File: config.mk
export PLATFORM = sky130hd
export DESIGN_NAME = gray_step_decoder
export DESIGN_NICKNAME = d
export VERILOG_FILES = /design/src/rtl/gray_pkg.sv /design/src/rtl/gray_to_bin.sv /design/src/rtl/gray_step_decoder.sv
export SDC_FILE = /design/constraint.sdc
export NUM_CORES = 1
export LEC_CHECK = 0
export ABC_AREA = 1
export ABC_CLOCK_PERIOD_IN_PS = 4950
export CORE_ASPECT_RATIO = 1.75
export CORE_UTILIZATION = 40
export DETAILED_ROUTE_END_ITERATION = 16
export HOLD_SLACK_MARGIN = 0.1
export PLACE_DENSITY = 0.65
export SLEW_MARGIN = 20
export SYNTH_ARGS = -nofsm -noshare
export SYNTH_HDL_FRONTEND = slang
export SYNTH_SLANG_ARGS = --single-unit
File: constraint.sdc
create_clock -name clk -period 4.95 [get_ports clk]
set_input_delay 1.485 -clock clk [delete_from_list [all_inputs] [get_ports clk]]
set_output_delay 1.485 -clock clk [all_outputs]
set_load 0.05 [all_outputs]
File: src/rtl/gray_pkg.sv
// Shared FSM state encoding and Gray-to-binary conversion for the Gray step decoder.
package gray_pkg;

    typedef enum logic {
        StInit  = 1'b0,
        StTrack = 1'b1
    } state_e;

    localparam int unsigned MaxGw = 8;

    // Narrower codes are zero-extended, which leaves the low bits of the result unchanged.
    function automatic logic [MaxGw-1:0] gray2bin(input logic [MaxGw-1:0] g);
        logic [MaxGw-1:0] b;
        b[MaxGw-1] = g[MaxGw-1];
        for (int i = MaxGw - 2; i >= 0; i--) begin
            b[i] = b[i+1] ^ g[i];
        end
        return b;
    endfunction

endpackage

File: src/rtl/gray_to_bin.sv
// Combinational Gray-to-binary converter of width GW (2..8).
module gray_to_bin
    import gray_pkg::*;
#(
    parameter int unsigned GW = 3
) (
    input  logic [GW-1:0] gray,
    output logic [GW-1:0] bin
);

    assign bin = GW'(gray2bin(MaxGw'(gray)));

endmodule

File: src/rtl/gray_step_decoder.sv
// Tracks a Gray-coded position, emitting +1/-1 step pulses, a signed count and a sticky error.
// Define GRAY_STEP_DECODER_SYNC_EN to pass gin through a two-flop synchronizer first.
module gray_step_decoder
    import gray_pkg::*;
#(
    parameter int unsigned GW = 3,
    parameter int unsigned PW = 8
) (
    input  logic          clk,
    input  logic          reset,
    input  logic [GW-1:0] gin,
    input  logic          clr_err,
    output logic [GW-1:0] bin,
    output logic [PW-1:0] pos,
    output logic          step_up,
    output logic          step_dn,
    output logic          err
);

    logic [GW-1:0] gsamp;
    logic          samp_vld;

`ifdef GRAY_STEP_DECODER_SYNC_EN
    logic [GW-1:0] sync1;
    logic [GW-1:0] sync2;
    logic [1:0]    vld_q;

    // Hold off the baseline until a real sample has reached the end of the synchronizer.
    always_ff @(posedge clk) begin
        if (reset) begin
            sync1 <= '0;
            sync2 <= '0;
            vld_q <= '0;
        end else begin
            sync1 <= gin;
            sync2 <= sync1;
            vld_q <= {vld_q[0], 1'b1};
        end
    end

    assign gsamp    = sync2;
    assign samp_vld = vld_q[1];
`else
    assign gsamp    = gin;
    assign samp_vld = 1'b1;
`endif

    logic [GW-1:0] new_bin;
    logic [GW-1:0] delta;
    logic          is_up;
    logic          is_dn;
    logic          is_bad;

    gray_to_bin #(
        .GW(GW)
    ) u_conv (
        .gray(gsamp),
        .bin (new_bin)
    );

    always_comb begin
        delta  = new_bin - bin;
        is_up  = (delta == GW'(1));
        is_dn  = (delta == '1);
        is_bad = (delta != '0) && !is_up && !is_dn;
    end

    state_e state;

    always_ff @(posedge clk) begin
        if (reset) begin
            state   <= StInit;
            bin     <= '0;
            pos     <= '0;
            step_up <= 1'b0;
            step_dn <= 1'b0;
            err     <= 1'b0;
        end else begin
            step_up <= 1'b0;
            step_dn <= 1'b0;
            case (state)
                StInit: begin
                    err <= err & ~clr_err;
                    if (samp_vld) begin
                        bin   <= new_bin;
                        state <= StTrack;
                    end
                end
                StTrack: begin
                    bin <= new_bin;
                    // An illegal jump wins over a coincident clear.
                    err <= is_bad | (err & ~clr_err);
                    if (is_up) begin
                        pos     <= pos + PW'(1);
                        step_up <= 1'b1;
                    end else if (is_dn) begin
                        pos     <= pos - PW'(1);
                        step_dn <= 1'b1;
                    end
                end
                default: state <= StInit;
            endcase
        end
    end

endmodule

==> run_results.csv <==
group,metric,value,unit
outcome,status,"complete, no violations",
synthesis,synthCells,133,
final_layout,ff_latch_area,300,sq um
synthesis,syn_avg_cell_area,7.21,sq um
cts,cts_resized,0,
setup_path,cp_top_family,"adder cells",
routing,dr_wl_met2,1200,microns
final_layout,nets,172,
routing,vias,907,
power_and_ir_drop,vdd_drop_max,0.000200,V
cts,htreeDepth,1,
min_path,hold_class,"register to register",
placement,gp_congestion,0.775,
cts,postCtsSetupRepairBufs,0,
final_layout,multi_input_area,577,sq um
min_path,worstHoldStart,"err",
floorplan,chipHeight,66.8,microns
routing,wl_per_cell,11.7,microns
sta,rsz0062_at_grt,"no",
final_layout,drive_above_1_share,12.8,%
sta,hold_viol_final,0,
cts,cts-root-buf,"clkbuf_8",
global_routing,grtUsageTotal,19.9,%
final_layout,num-fill-cells,236,
synthesis,ys_seq_elements,15,
synthesis,synth-compound-area-share,9.40,%
synthesis,synth_edf_count,0,
cts,clk_pin_slew,0.06,ns
setup_path,crit_required,5.10,ns
final_layout,synthToLayoutAreaGrowth,28.3,%
synthesis,yosys_warnings,0,
global_routing,grt_max_degree,14,
synthesis,synthTopCellsByArea,"dfxtp_1 (31%), nand2_1 (13%), ha_1 (9.1%)",
placement,pre_cts_ws,0.125,ns
synthesis,seq_area_frac_synth,31.3,%
synthesis,syn-cell-area,958,sq um
min_path,min_path_cells,2,
global_routing,grt_pass1_vias,897,
sta,max_slew_margin,60.5,%
routing,via_per_inst,5.01,
synthesis,synth_top_cell_by_area,"dfxtp_1",
final_layout,finalNonFillerCells,181,
synthesis,yosysMostFrequentCell,"nand2_1",
cts,clock_sinks,15,
placement,io_buffers,19,
routing,antenna_left,0,
sta,max_freq,0.220,GHz
power_and_ir_drop,power.leakage,0.574,nW
routing,drt_wl_total,2120,microns
setup_path,reg2reg_slack,2.35,ns
sta,setup_viol,0,
synthesis,synth-simple-area-share,32.0,%
sta,fin_crit,4.55,ns
routing,m1WireLength,801,microns
setup_path,worst-path-max-fanout,8,
synthesis,synthArstFlopShare,0,%
sta,period_share,91.9,%
floorplan,start_util,42.2,%
setup_path,worstPathCellList,"clkdlybuf4s50_1 -> xnor2_1 -> xor2_1 -> ha_1 -> inv_1 -> fa_1 -> nor2_1 -> nand3_1 -> buf_4 -> ha_1 -> a21oi_1 -> o211ai_1 -> nand2_1 -> nand2_1 -> nor2_1 -> nor2_1",
min_path,hold_end,"err",
cts,cts_hold_buf,0,
synthesis,synth_top_family_by_area,"simple AND/OR/NAND/NOR gates",
cts,cts_tree,"done",
synthesis,ys_top_cells_by_count,"nand2_1 (34), inv_1 (18), dfxtp_1 (15)",
synthesis,synthAdderAreaFrac,13.3,%
cts,clkLatencyLatePin,0.25,ns
synthesis,synthMuxAreaShare,0,%
flow_run,max_cap_violations,0,
cts,cts_buffer_depth,2,
floorplan,num_io_pins,20,
sta,worst_slack,0.400,ns
final_layout,diodes,0,
setup_path,critPathLaunchType,"input pin",
power_and_ir_drop,p_total,0.582,mW
setup_path,critPathMaxStageDelay,0.49,ns
global_routing,grt_pass1_wl,3590,microns
routing,drt_iter0_drc,13,
power_and_ir_drop,powerDensity,473,nW/um^2
placement,hpwl,1650,microns
placement,placed_cells,177,
setup_path,timing.rr.start,"bin[0]",
sta,fin_skew,0.00321,ns
setup_path,crit_top_cell,"nor2_1",
synthesis,syn_nets,148,
sta,worstMarginPinSlew,0.591,ns
floorplan,core_area,2270,sq um
synthesis,ys.flop_type,"dfxtp_1",
floorplan,core.rowCount,23,
synthesis,synth-xor-area-share,5.48,%
sta,maxSlewViolCount,0,
synthesis,yosysUniqueCellTypes,22,
setup_path,end_kind,"register",
floorplan,die_area,2600,sq um
setup_path,cp_slowest_cell,"clkdlybuf4s50_1",
setup_path,timing.rr.end,"pos[6]",
routing,routed-wl-met3,56,microns
setup_path,reg2reg_depth,13,
setup_path,worst-path-buf-inv,3,
cts,cts_made_buffers,3,
setup_path,crit_arrival,4.70,ns
global_routing,grt_overflow,0,
global_routing,antenna_found_initial,0,
floorplan,die_w,39,microns
sta,totalNegativeSetupSlack,0,ns
routing,drc,0,
synthesis,synth_top_area_share,31.3,%
setup_path,path_class,"input pin to register",
routing,first_pass_iters,4,
routing,topRoutingLayerUsed,"met4",
power breakdown:
group          switching [mW]  total (mW)  leakage, nW  internal, mW
sequential             0.0153       0.154        0.124         0.139
clock                  0.0463       0.102       0.0255        0.0559
combinational           0.202       0.326        0.425         0.123
worst min-delay path, stage by stage, from the launching register on:
cell and delay [ns]:
dfxtp_1 0.31, nand2_1 0.06, a21oi_1 0.05
metal layers:
layer	GRT usage, %	up-vias
met3	2.33	5
li1	-	463
met1	17.6	422
met4	11.6	0
met5	0	-
met2	38.8	17
layout make-up:
class	count	area share, %
sequential	15	24.4
tap	25	2.54
inverter	20	6.31
timing repair buffer	20	16.1
multi-input combinational	97	46.9
clock inverter	1	0.407
clock buffer	3	3.36
layout by cell type (no fill, tap or decap), types with 4 or more instances in the layout:
cell type	Yosys	routed
xor2_1	4	4
a21oi_2	4	4
nand3_1	10	10
inv_1	18	18
nor2_1	12	12
nand2_1	34	34
nand2_2	5	5
ha_1	7	7
dfxtp_1	15	15
clkdlybuf4s50_1	0	19
a21oi_1	6	6
cell families after synthesis:
group | after synthesis
compound gates | 14
xor+xnor | 6
fa+ha+maj | 9
buf+inv | 21
flops | 15
simple gates | 68
worst max-delay path by stage:
stage | from | end | slack (ns) | depth (start not counted)
after floorplan | gin[2] | pos[7] | 0.68 | 17
after global routing | gin[2] | pos[7] | 0.07 | 22
after detailed placement | gin[2] | pos[6] | 0.12 | 16
after global placement | gin[2] | pos[7] | 0.21 | 20
after CTS | gin[2] | pos[6] | 0.38 | 16
final | gin[2] | pos[6] | 0.40 | 16
state kept, by name, summed over array words and instances, names as in the netlist:
register / cells
pos: 8
err: 1
step_dn: 1
state: 1
step_up: 1
bin: 3
stage by stage:
step                      area [sq um]  util [%]  hold slack [ns]
after floorplan                    958         -            0.482
after CTS                         1230      54.1            0.468
after global placement            1180      52.1            0.453
after global routing              1230      54.1            0.499
after detailed placement          1180      52.1            0.459
final                             1230      54.1            0.464
Note: power is estimated with default switching activity, not from simulation.
